`src/rtl/pc_redirect_unit_pkg.sv`:
```
// rtl/pc_redirect_unit_pkg.sv - opcode/funct3 constants and FSM state type for the PC redirect unit
package pc_redirect_unit_pkg;

  localparam logic [6:0] OPC_BRANCH = 7'b1100011;
  localparam logic [6:0] OPC_JAL    = 7'b1101111;
  localparam logic [6:0] OPC_JALR   = 7'b1100111;

  localparam logic [2:0] F3_BEQ  = 3'b000;
  localparam logic [2:0] F3_BNE  = 3'b001;
  localparam logic [2:0] F3_BLT  = 3'b100;
  localparam logic [2:0] F3_BGE  = 3'b101;
  localparam logic [2:0] F3_BLTU = 3'b110;
  localparam logic [2:0] F3_BGEU = 3'b111;

  typedef enum logic [1:0] {
    ST_IDLE,
    ST_RUN,
    ST_FLUSH,
    ST_TRAP
  } state_t;

  function automatic logic is_branch(input logic [6:0] opcode);
    return opcode == OPC_BRANCH;
  endfunction

endpackage

```
`src/rtl/pc_redirect_unit_if.sv`:
```
// rtl/pc_redirect_unit_if.sv - fetch request handshake between the redirect unit and the fetch stage
interface pc_redirect_unit_if #(
  parameter int AWIDTH = 32
) ();

  logic              fetch_valid_o;
  logic [AWIDTH-1:0] pc_o;
  logic              fetch_ready_i;

  modport master (
    output fetch_valid_o,
    output pc_o,
    input  fetch_ready_i
  );

  modport slave (
    input  fetch_valid_o,
    input  pc_o,
    output fetch_ready_i
  );

endinterface

```
`src/rtl/pc_redirect_unit_branch_taken.sv`:
```
// rtl/pc_redirect_unit_branch_taken.sv - combinational taken decision for branches and jumps
module branch_taken
  import pc_redirect_unit_pkg::*;
(
  input  logic [6:0] opcode,
  input  logic [2:0] funct3,
  input  logic       breq,
  input  logic       brlt,
  output logic       taken
);

  // brlt already reflects signed vs unsigned compare, so BLT/BLTU share a term
  always_comb begin
    taken = 1'b0;
    case (opcode)
      OPC_BRANCH: begin
        case (funct3)
          F3_BEQ:           taken = breq;
          F3_BNE:           taken = !breq;
          F3_BLT, F3_BLTU:  taken = brlt;
          F3_BGE, F3_BGEU:  taken = !brlt;
          default:          taken = 1'b0;
        endcase
      end
      OPC_JAL, OPC_JALR: taken = 1'b1;
      default:           taken = 1'b0;
    endcase
  end

endmodule

```
`src/rtl/pc_redirect_unit.sv`:
```
// rtl/pc_redirect_unit.sv - fetch PC sequencer with execute-stage redirect, flush and misaligned-target trap
module pc_redirect_unit
  import pc_redirect_unit_pkg::*;
#(
  parameter int                AWIDTH   = 32,
  parameter logic [AWIDTH-1:0] BASEADDR = AWIDTH'(32'h0100_0000)
) (
  input  logic                 clk,
  input  logic                 reset,
  input  logic                 ex_valid_i,
  input  logic [AWIDTH-1:0]    ex_pc_i,
  input  logic [6:0]           opcode_i,
  input  logic [2:0]           funct3_i,
  input  logic                 breq_i,
  input  logic                 brlt_i,
  input  logic [AWIDTH-1:0]    target_i,
  pc_redirect_unit_if.master   fetch,
  output logic                 flush_o,
  output logic                 trap_o,
  output logic [AWIDTH-1:0]    trap_pc_o,
  output logic [31:0]          br_cnt_o,
  output logic [31:0]          taken_cnt_o
);

  state_t            r_state;
  logic [AWIDTH-1:0] r_pc;
  logic              r_fetch_valid;
  logic              r_flush;
  logic              r_trap;
  logic [AWIDTH-1:0] r_trap_pc;
  logic [31:0]       r_br_cnt;
  logic [31:0]       r_taken_cnt;

  logic              w_taken;
  logic              w_ex_taken;
  logic [AWIDTH-1:0] w_target;
  logic              w_misaligned;
  logic              w_handshake;

  branch_taken u_branch_taken (
    .opcode (opcode_i),
    .funct3 (funct3_i),
    .breq   (breq_i),
    .brlt   (brlt_i),
    .taken  (w_taken)
  );

  assign w_target     = (opcode_i == OPC_JALR) ? {target_i[AWIDTH-1:1], 1'b0} : target_i;
  assign w_misaligned = |w_target[1:0];
  assign w_ex_taken   = ex_valid_i && w_taken;
  assign w_handshake  = r_fetch_valid && fetch.fetch_ready_i;

  always_ff @(posedge clk) begin
    if (reset) begin
      r_state       <= ST_IDLE;
      r_pc          <= BASEADDR;
      r_fetch_valid <= 1'b0;
      r_flush       <= 1'b0;
      r_trap        <= 1'b0;
      r_trap_pc     <= '0;
      r_br_cnt      <= '0;
      r_taken_cnt   <= '0;
    end else begin
      case (r_state)
        ST_IDLE: begin
          r_state       <= ST_RUN;
          r_fetch_valid <= 1'b1;
        end
        ST_RUN: begin
          if (ex_valid_i && is_branch(opcode_i)) r_br_cnt <= r_br_cnt + 32'd1;
          // a redirect wins over the fetch increment of the same cycle
          if (w_ex_taken && !w_misaligned) begin
            r_state       <= ST_FLUSH;
            r_pc          <= w_target;
            r_fetch_valid <= 1'b0;
            r_flush       <= 1'b1;
            r_taken_cnt   <= r_taken_cnt + 32'd1;
          end else if (w_ex_taken) begin
            r_state       <= ST_TRAP;
            r_trap_pc     <= ex_pc_i;
            r_trap        <= 1'b1;
            r_fetch_valid <= 1'b0;
          end else if (w_handshake) begin
            r_pc <= r_pc + AWIDTH'(4);
          end
        end
        ST_FLUSH: begin
          r_state       <= ST_RUN;
          r_flush       <= 1'b0;
          r_fetch_valid <= 1'b1;
        end
        ST_TRAP: begin
          r_fetch_valid <= 1'b0;
          r_flush       <= 1'b0;
          r_trap        <= 1'b1;
        end
        default: r_state <= ST_IDLE;
      endcase
    end
  end

  assign fetch.fetch_valid_o = r_fetch_valid;
  assign fetch.pc_o          = r_pc;
  assign flush_o             = r_flush;
  assign trap_o              = r_trap;
  assign trap_pc_o           = r_trap_pc;
  assign br_cnt_o            = r_br_cnt;
  assign taken_cnt_o         = r_taken_cnt;

endmodule

```
`src/flat_wrapper.sv`:
```
// flat-port wrapper written by rule: the top's interface ports become plain ports
module pc_redirect_unit_flat import pc_redirect_unit_pkg::*;
#(
  parameter int                AWIDTH   = 32,
  parameter logic [AWIDTH-1:0] BASEADDR = AWIDTH'(32'h0100_0000)
)
  (clk, reset, ex_valid_i, ex_pc_i, opcode_i, funct3_i, breq_i, brlt_i, target_i, flush_o, trap_o, trap_pc_o, br_cnt_o, taken_cnt_o, fetch_fetch_valid_o, fetch_pc_o, fetch_fetch_ready_i);
  pc_redirect_unit_if #(.AWIDTH(AWIDTH)) fetch_i ();
  input  logic clk;
  input  logic reset;
  input  logic ex_valid_i;
  input  logic [AWIDTH-1:0] ex_pc_i;
  input  logic [6:0] opcode_i;
  input  logic [2:0] funct3_i;
  input  logic breq_i;
  input  logic brlt_i;
  input  logic [AWIDTH-1:0] target_i;
  output logic flush_o;
  output logic trap_o;
  output logic [AWIDTH-1:0] trap_pc_o;
  output logic [31:0] br_cnt_o;
  output logic [31:0] taken_cnt_o;
  output wire logic [$bits(fetch_i.fetch_valid_o)-1:0] fetch_fetch_valid_o;
  output wire logic [$bits(fetch_i.pc_o)-1:0] fetch_pc_o;
  input wire logic [$bits(fetch_i.fetch_ready_i)-1:0] fetch_fetch_ready_i;
  assign fetch_fetch_valid_o = fetch_i.fetch_valid_o;
  assign fetch_pc_o = fetch_i.pc_o;
  assign fetch_i.fetch_ready_i = fetch_fetch_ready_i;
  pc_redirect_unit #(.AWIDTH(AWIDTH), .BASEADDR(BASEADDR)) u_core (.clk(clk), .reset(reset), .ex_valid_i(ex_valid_i), .ex_pc_i(ex_pc_i), .opcode_i(opcode_i), .funct3_i(funct3_i), .breq_i(breq_i), .brlt_i(brlt_i), .target_i(target_i), .fetch(fetch_i), .flush_o(flush_o), .trap_o(trap_o), .trap_pc_o(trap_pc_o), .br_cnt_o(br_cnt_o), .taken_cnt_o(taken_cnt_o));
endmodule
```
`config.mk`:
```
export PLATFORM = sky130hd
export DESIGN_NAME = pc_redirect_unit_flat
export DESIGN_NICKNAME = d
export VERILOG_FILES = /design/src/rtl/pc_redirect_unit_pkg.sv /design/src/rtl/pc_redirect_unit_if.sv /design/src/rtl/pc_redirect_unit_branch_taken.sv /design/src/rtl/pc_redirect_unit.sv /design/src/flat_wrapper.sv
export SDC_FILE = /design/constraint.sdc
export NUM_CORES = 1
export LEC_CHECK = 0
export ABC_AREA = 1
export CORE_ASPECT_RATIO = 1.1
export CORE_MARGIN = 5
export CORE_UTILIZATION = 45
export CTS_BUF_LIST = sky130_fd_sc_hd__clkbuf_8
export CTS_CLUSTER_DIAMETER = 150
export DETAILED_ROUTE_END_ITERATION = 6
export PLACE_DENSITY = 0.75
export SYNTH_ARGS = -nofsm -noshare
export SYNTH_HDL_FRONTEND = slang
export SYNTH_HIERARCHICAL = 1
export SYNTH_SLANG_ARGS = --single-unit
```
`constraint.sdc`:
```
create_clock -name clk -period 2 [get_ports clk]
set_input_delay 0.3 -clock clk [delete_from_list [all_inputs] [get_ports clk]]
set_output_delay 0.3 -clock clk [all_outputs]
set_load 0.01 [all_outputs]
```
## After elaboration in Yosys (flattened, before gate mapping)

Cells that the tools add are included.

| word-level totals | value |
|---|---|
| bits in registers | 133 |
| bits in latches | 0 |
| bits in writable memories | 0 |
| memory bits (read-only) | 0 |
| input bits | 80 |
| output and inout bits | 131 |
| word-level logic and storage cells | 71 |
| memories kept | 0 |

| operators by class | value |
|---|---|
| $add $sub $neg | 3 |
| multiply operators | 0 |
| divide/modulo/power cells | 0 |
| magnitude comparators | 0 |
| equal/unequal tests | 16 |
| shifts and indexed selects | 0 |
| mux-type cells | 17 |
| bitwise gates (word level) | 1 |
| reduce and logical (&&, ||, !) cells | 26 |

Operators by type and width:

| operator | number |
|---|---|
| $mux W32 | 3 |
| $add A32 B1 Y32 const B | 2 |
| $add A32 B3 Y32 const B | 1 |
| $eq A7 B7 Y1 const B | 3 |
| $eq A3 B3 Y1 const B | 4 |
| $reduce_or A2 Y1 | 6 |
| $reduce_and A3 Y1 | 3 |
| $reduce_and A2 Y1 | 4 |
| $reduce_bool A2 Y1 | 4 |
| $mux W1 | 6 |
| $pmux W1 S2 | 3 |
| $eq A2 B2 Y1 const B | 2 |
| $logic_and A1 B1 Y1 | 4 |
| $mux W2 | 2 |
| $ne A2 B1 Y1 const B | 2 |
| $ne A2 B2 Y1 const B | 2 |
| $pmux W1 S4 | 1 |
| $pmux W2 S2 | 1 |
| $eq A3 B1 Y1 const B | 1 |
| $logic_not A1 Y1 | 3 |
| $logic_not A3 Y1 | 1 |
| $ne A3 B1 Y1 const B | 1 |
| $pmux W1 S3 | 1 |
| $eq A2 B1 Y1 const B | 1 |
| 2 further kinds | 2 |

## Logic depth before layout (Yosys ltp)

Gate-level depths: netlist (run 1).

| logic depth | value |
|---|---|
| word-level depth | 8 |
| gate-level depth with buffers | 16 |
| mapped depth without buffers | 15 |

## Hierarchy

Netlist (run 1), hierarchy kept.

Modules (own cells, without submodules):

| module | instances | cells each | area an instance (um^2) |
|---|---|---|---|
| pc_redirect_unit | 1 | 1,236 | 7,679.9 |
| branch_taken | 1 | 29 | 130.1 |

## Worst setup path before layout (run 1)

No wires, ideal clock.

| timing path | value |
|---|---|
| path type | input to register |
| start | input funct3_i[1] |
| end | register u_core.r_taken_cnt[6] (netlist: u_core/taken_cnt_o[6]) |
| data arrival time | 1,506 ps |
| required time | 1,866 ps |
| path slack | 361 ps |
| stages | 14 |
| buffers on the path | 2 |
| cell sequence | nor2_1 -> nand2_1 -> nand2_1 -> nand2_1 -> nand2_1 -> nand2_1 -> nand2_1 -> nand2_2 -> nor2_1 -> nand3_1 -> buf_4 -> buf_2 -> nand2_1 -> a21oi_1 |

| between the ends | value |
|---|---|
| cells in the longest elaborated chain, start to end | 7 |
| elaborated cells on any way between the ends | 13 |
| those cells by class | 5 x eq/ne; 2 x mux; 6 x reduce/logical |

RTL lines:

| item | line | RTL |
|---|---|---|
| from (decl) | flat_wrapper.sv:14 | `input logic [2:0] funct3_i;` |
| $eq A3 B3 Y1 | pc_redirect_unit_branch_taken.sv:17 | `case (funct3)` |
| $reduce_or A2 Y1 | pc_redirect_unit_branch_taken.sv:17 |  |
| $pmux W1 S4 (*) | pc_redirect_unit_branch_taken.sv:17 |  |
| $pmux W1 S2 (*) | pc_redirect_unit_branch_taken.sv:15 | `case (opcode)` |
| net u_core.w_taken | pc_redirect_unit.sv:34 | `logic w_taken;` |
| $logic_and A1 B1 Y1 (*) | pc_redirect_unit.sv:50 | `assign w_ex_taken = ex_valid_i && w_taken;` |
| $logic_and A1 B1 Y1 (*) | pc_redirect_unit.sv:72 | `if (w_ex_taken && !w_misaligned) begin` |
| $reduce_and A2 Y1 (no line) (*) | -- |  |
| to (signal assigned) | pc_redirect_unit.sv:77 | `r_taken_cnt <= r_taken_cnt + 32'd1;` |
| to (decl) | pc_redirect_unit.sv:32 | `logic [31:0] r_taken_cnt;` |

The timed path passes the listed nets; every way through them passes the cells marked *.
A chain may end at the register's enable or synchronous reset.

## Final worst setup path (run 1)

| timing path | value |
|---|---|
| start | register u_core.r_pc[4] (netlist: u_core/fetch.pc_o[4]) |
| end | output fetch_pc_o[4] |

RTL lines:

| item | line | RTL |
|---|---|---|
| from (decl) | pc_redirect_unit.sv:26 | `logic [AWIDTH-1:0] r_pc;` |
| from (signal assigned) | pc_redirect_unit.sv:74 | `r_pc <= w_target;` |
| from (signal assigned) | pc_redirect_unit.sv:84 | `r_pc <= r_pc + AWIDTH'(4);` |
| to (decl) | flat_wrapper.sv:24 | `output wire logic [$bits(fetch_i.pc_o)-1:0] fetch_pc_o;` |

No word-level cell between the ends.

==> flow_summary.json, run 1 <==
{
  "outcome": "finished, final reports clean",
  "start_util": 0.459,
  "crit_slowest_cell": "clkdlybuf4s50_1",
  "clkSinkCount": 133,
  "grt_pass1_vias": 8204,
  "path_depth": 2,
  "syn_nets": 1348,
  "vias_per_cell": 5.01,
  "grt_max_degree": 38,
  "dr.pass1.iters": 5,
  "grt_overflow_total": 0,
  "slew_headroom": 0.737,
  "critical-path-top-delay-family": "buffers and inverters",
  "placed_cells": 1723,
  "htreeDepth": 4,
  "crit_path_cell_trace": "buf_4 -> clkdlybuf4s50_1",
  "ys.flop_type": "dfxtp_1",
  "yosysTopAreaCellShare": 0.341,
  "synth_area_per_cell_um2": 6.17,
  "cellLeakagePower_nw": 4.15,
  "setup_violations": 0,
  "gp_congestion": 0.977,
  "skew_ps": 9.94,
  "whs_ps": 227,
  "postRouteAntennaNets": 0,
  "cap_violations": 0,
  "drcViolationCount": 0,
  "cp.arrival_ps": 1580,
  "antenna_found_initial": 0,
  "synthCells": 1265,
  "final_cells": 1756,
  "start_kind": "flip-flop",
  "hold_depth": 2,
  "slowest_delay_ps": 530,
  "syn_to_final_growth_pct": 39.5,
  "drt-initial-drc-count": 572,
  "wl_um": 24300,
  "async_reset_ff_frac": 0,
  "ys_seq_area_frac": 0.341,
  "final_max_slew_viol_count": 0,
  "tns_ps": 0,
  "holdBufCountCts": 0,
  "root_buffer": "clkbuf_8",
  "grt_setup_unrepaired": "no",
  "mappedNetlistArea_mm2": 0.00781,
  "dieArea_mm2": 0.0201,
  "p_per_area_mw_per_mm2": 497,
  "tightest_slew_ps": 391,
  "path_buf_inv": 2,
  "critPathRequiredTime_ps": 1700,
  "synth_edf_count": 0,
  "final_layout_size_suffix_gt1_frac": 0.0946,
  "fin_crit_ps": 1880,
  "row_count": 50,
  "ys_types": 41,
  "via_count": 8790,
  "worst_ir_drop_vdd_uv": 465,
  "route.detailed.wl_per_inst_um": 13.8,
  "hold_viol_final": 0,
  "reg2reg_slack_ps": 230,
  "die_w_um": 136,
  "finalCritPeriodShare": 0.940,
  "track_usage": 0.234,
  "clk_pin_slew_ps": 80,
  "insertedDiodeCount": 0,
  "hpwl_um": 18600,
  "ys_ff_latch": 133,
  "hold_path.class": "input pin to flip-flop",
  "grt_pass1_wl_um": 38700,
  "cts_tree": "yes",
  "critPathMaxFanout": 4,
  "netlist_top_cells_area": "dfxtp_1, nand2_1, nor2_1",
  "nNetsFinal": 1592,
  "cts_buffers": 17,
  "criticalPathCategory": "flip-flop to output pin",
  "die_h_um": 148,
  "synth_area_leader_cell": "dfxtp_1",
  "io_buffers": 210,
  "worstSetupEndpointType": "output pin",
  "clock_path_buffers": 2,
  "clock.fmax_mhz": 532,
  "ios": 211,
  "yosysWarnings": 6,
  "clock_latency_ps": 440,
  "coreArea_mm2": 0.0170,
  "reg2reg_depth": 10
}
[final cells by class]
cell class	count	area [µm²]
well taps	234	293
clock buffers	18	248
fillers	1613	6120
multi-input cells	1008	4630
repair buffers	263	2570
inverters	86	327
flip-flops and latches	133	2660
clock inverters	14	165
[layer usage]
metal	vias to the layer above	GRT usage	routed length, µm
li1	4492	-	-
met1	3928	0.274	9990
met2	326	0.403	11500
met3	44	0.0761	2200
met4	0	0.0781	624
met5	-	0	0
[cells by family after synthesis]
group / count (synthesis) / share of synthesized area
AND/OR/NAND/NOR: 828 / 0.454
AO/OA/AOI/OAI: 155 / 0.106
flip-flops: 133 / 0.341
buffers and inverters: 124 / 0.0690
XOR/XNOR: 22 / 0.0247
adder cells (fa/ha/maj): 3 / 0.00481
[power by group]
part           leakage [nW]  total, mW  internal (mW)  switching [mW]
clock network         0.209       2.39           1.18            1.21
logic                  2.87      0.360          0.204           0.156
registers              1.07       2.66           2.65         0.00745
total                  4.15       5.41           4.04            1.37
[placed cells by master (no fill, tap or decap), drive strengths merged, types with 6 or more instances in the layout]
| cell | count |
|---|---|
| clkdlybuf4s50 | 206 |
| dfxtp | 133 |
| a21oi | 80 |
| nand4 | 6 |
| nand2 | 440 |
| xnor2 | 9 |
| buf | 54 |
| nand3b | 27 |
| clkbuf | 18 |
| nor2 | 271 |
| nor3 | 17 |
| xor2 | 13 |
| o21ai | 60 |
| nand3 | 61 |
| inv | 92 |
| o21bai | 6 |
[registers in the layout, indices dropped and copies added, names as in the netlist]
register,cells
u_core/br_cnt_o,32
u_core/fetch.pc_o,32
u_core/taken_cnt_o,32
u_core/trap_pc_o,32
u_core/r_state,2
u_core/fetch.fetch_valid_o,1
u_core/flush_o,1
u_core/trap_o,1
[synth_stat cells, types with 2 or more instances]
master and instances:
a31oi_1 2, nand3_1 55, o21ai_1 9, a21boi_0 3, nand2_4 3, nor2_2 10, a21oi_1 77, xnor2_1 9
o21ai_0 51, o21bai_1 6, nand2_1 428, nand4_1 6, a21oi_2 2, o21a_1 3, nor3_2 4, ha_1 3
nor2_4 5, inv_1 76, nand3b_1 27, nor3_4 2, xor2_1 13, and3_1 3, nor2_1 256, buf_4 6
nor3_1 11, buf_6 4, dfxtp_1 133, nand3_2 4, inv_2 8, nand3_4 2, nand2_2 8, clkbuf_1 14
buf_2 14
[timing repair]
item,4_1_cts,5_1_grt
buffers inserted,0,1
gates resized for setup,0,9
setup endpoints to repair,0,29
[per-stage QoR]
stage / total power [mW] / worst slack [ps] / area, µm² / util
5_1_grt: 5.62 / 19.5 / 10900 / 0.640
4_1_cts: 5.46 / 55.6 / 10900 / 0.638
2_1_floorplan: 2.84 / 361 / 7810 / -
3_5_place_dp: 3.08 / -347 / 10400 / 0.614
6_report: 5.41 / 121 / 10900 / 0.640
3_3_place_gp: 3.08 / -295 / 10400 / 0.614
[path summary, 6_finish.rpt]
path                                 end            startpoint
hold / removal    u_core/taken_cnt_o[23]                 reset
setup reg to reg   u_core/fetch.pc_o[24]  u_core/fetch.pc_o[2]
hold reg to reg     u_core/fetch.pc_o[0]  u_core/fetch.pc_o[0]
setup / recovery           fetch_pc_o[4]  u_core/fetch.pc_o[4]
(Power assumes the default switching activity.)
==> run 2, diff against run 1 <==
SKIP_LAST_GASP = 1   (was not set)
==> results of run 2 <==
Final layout, timing and power as in run 1 (identical DEF).
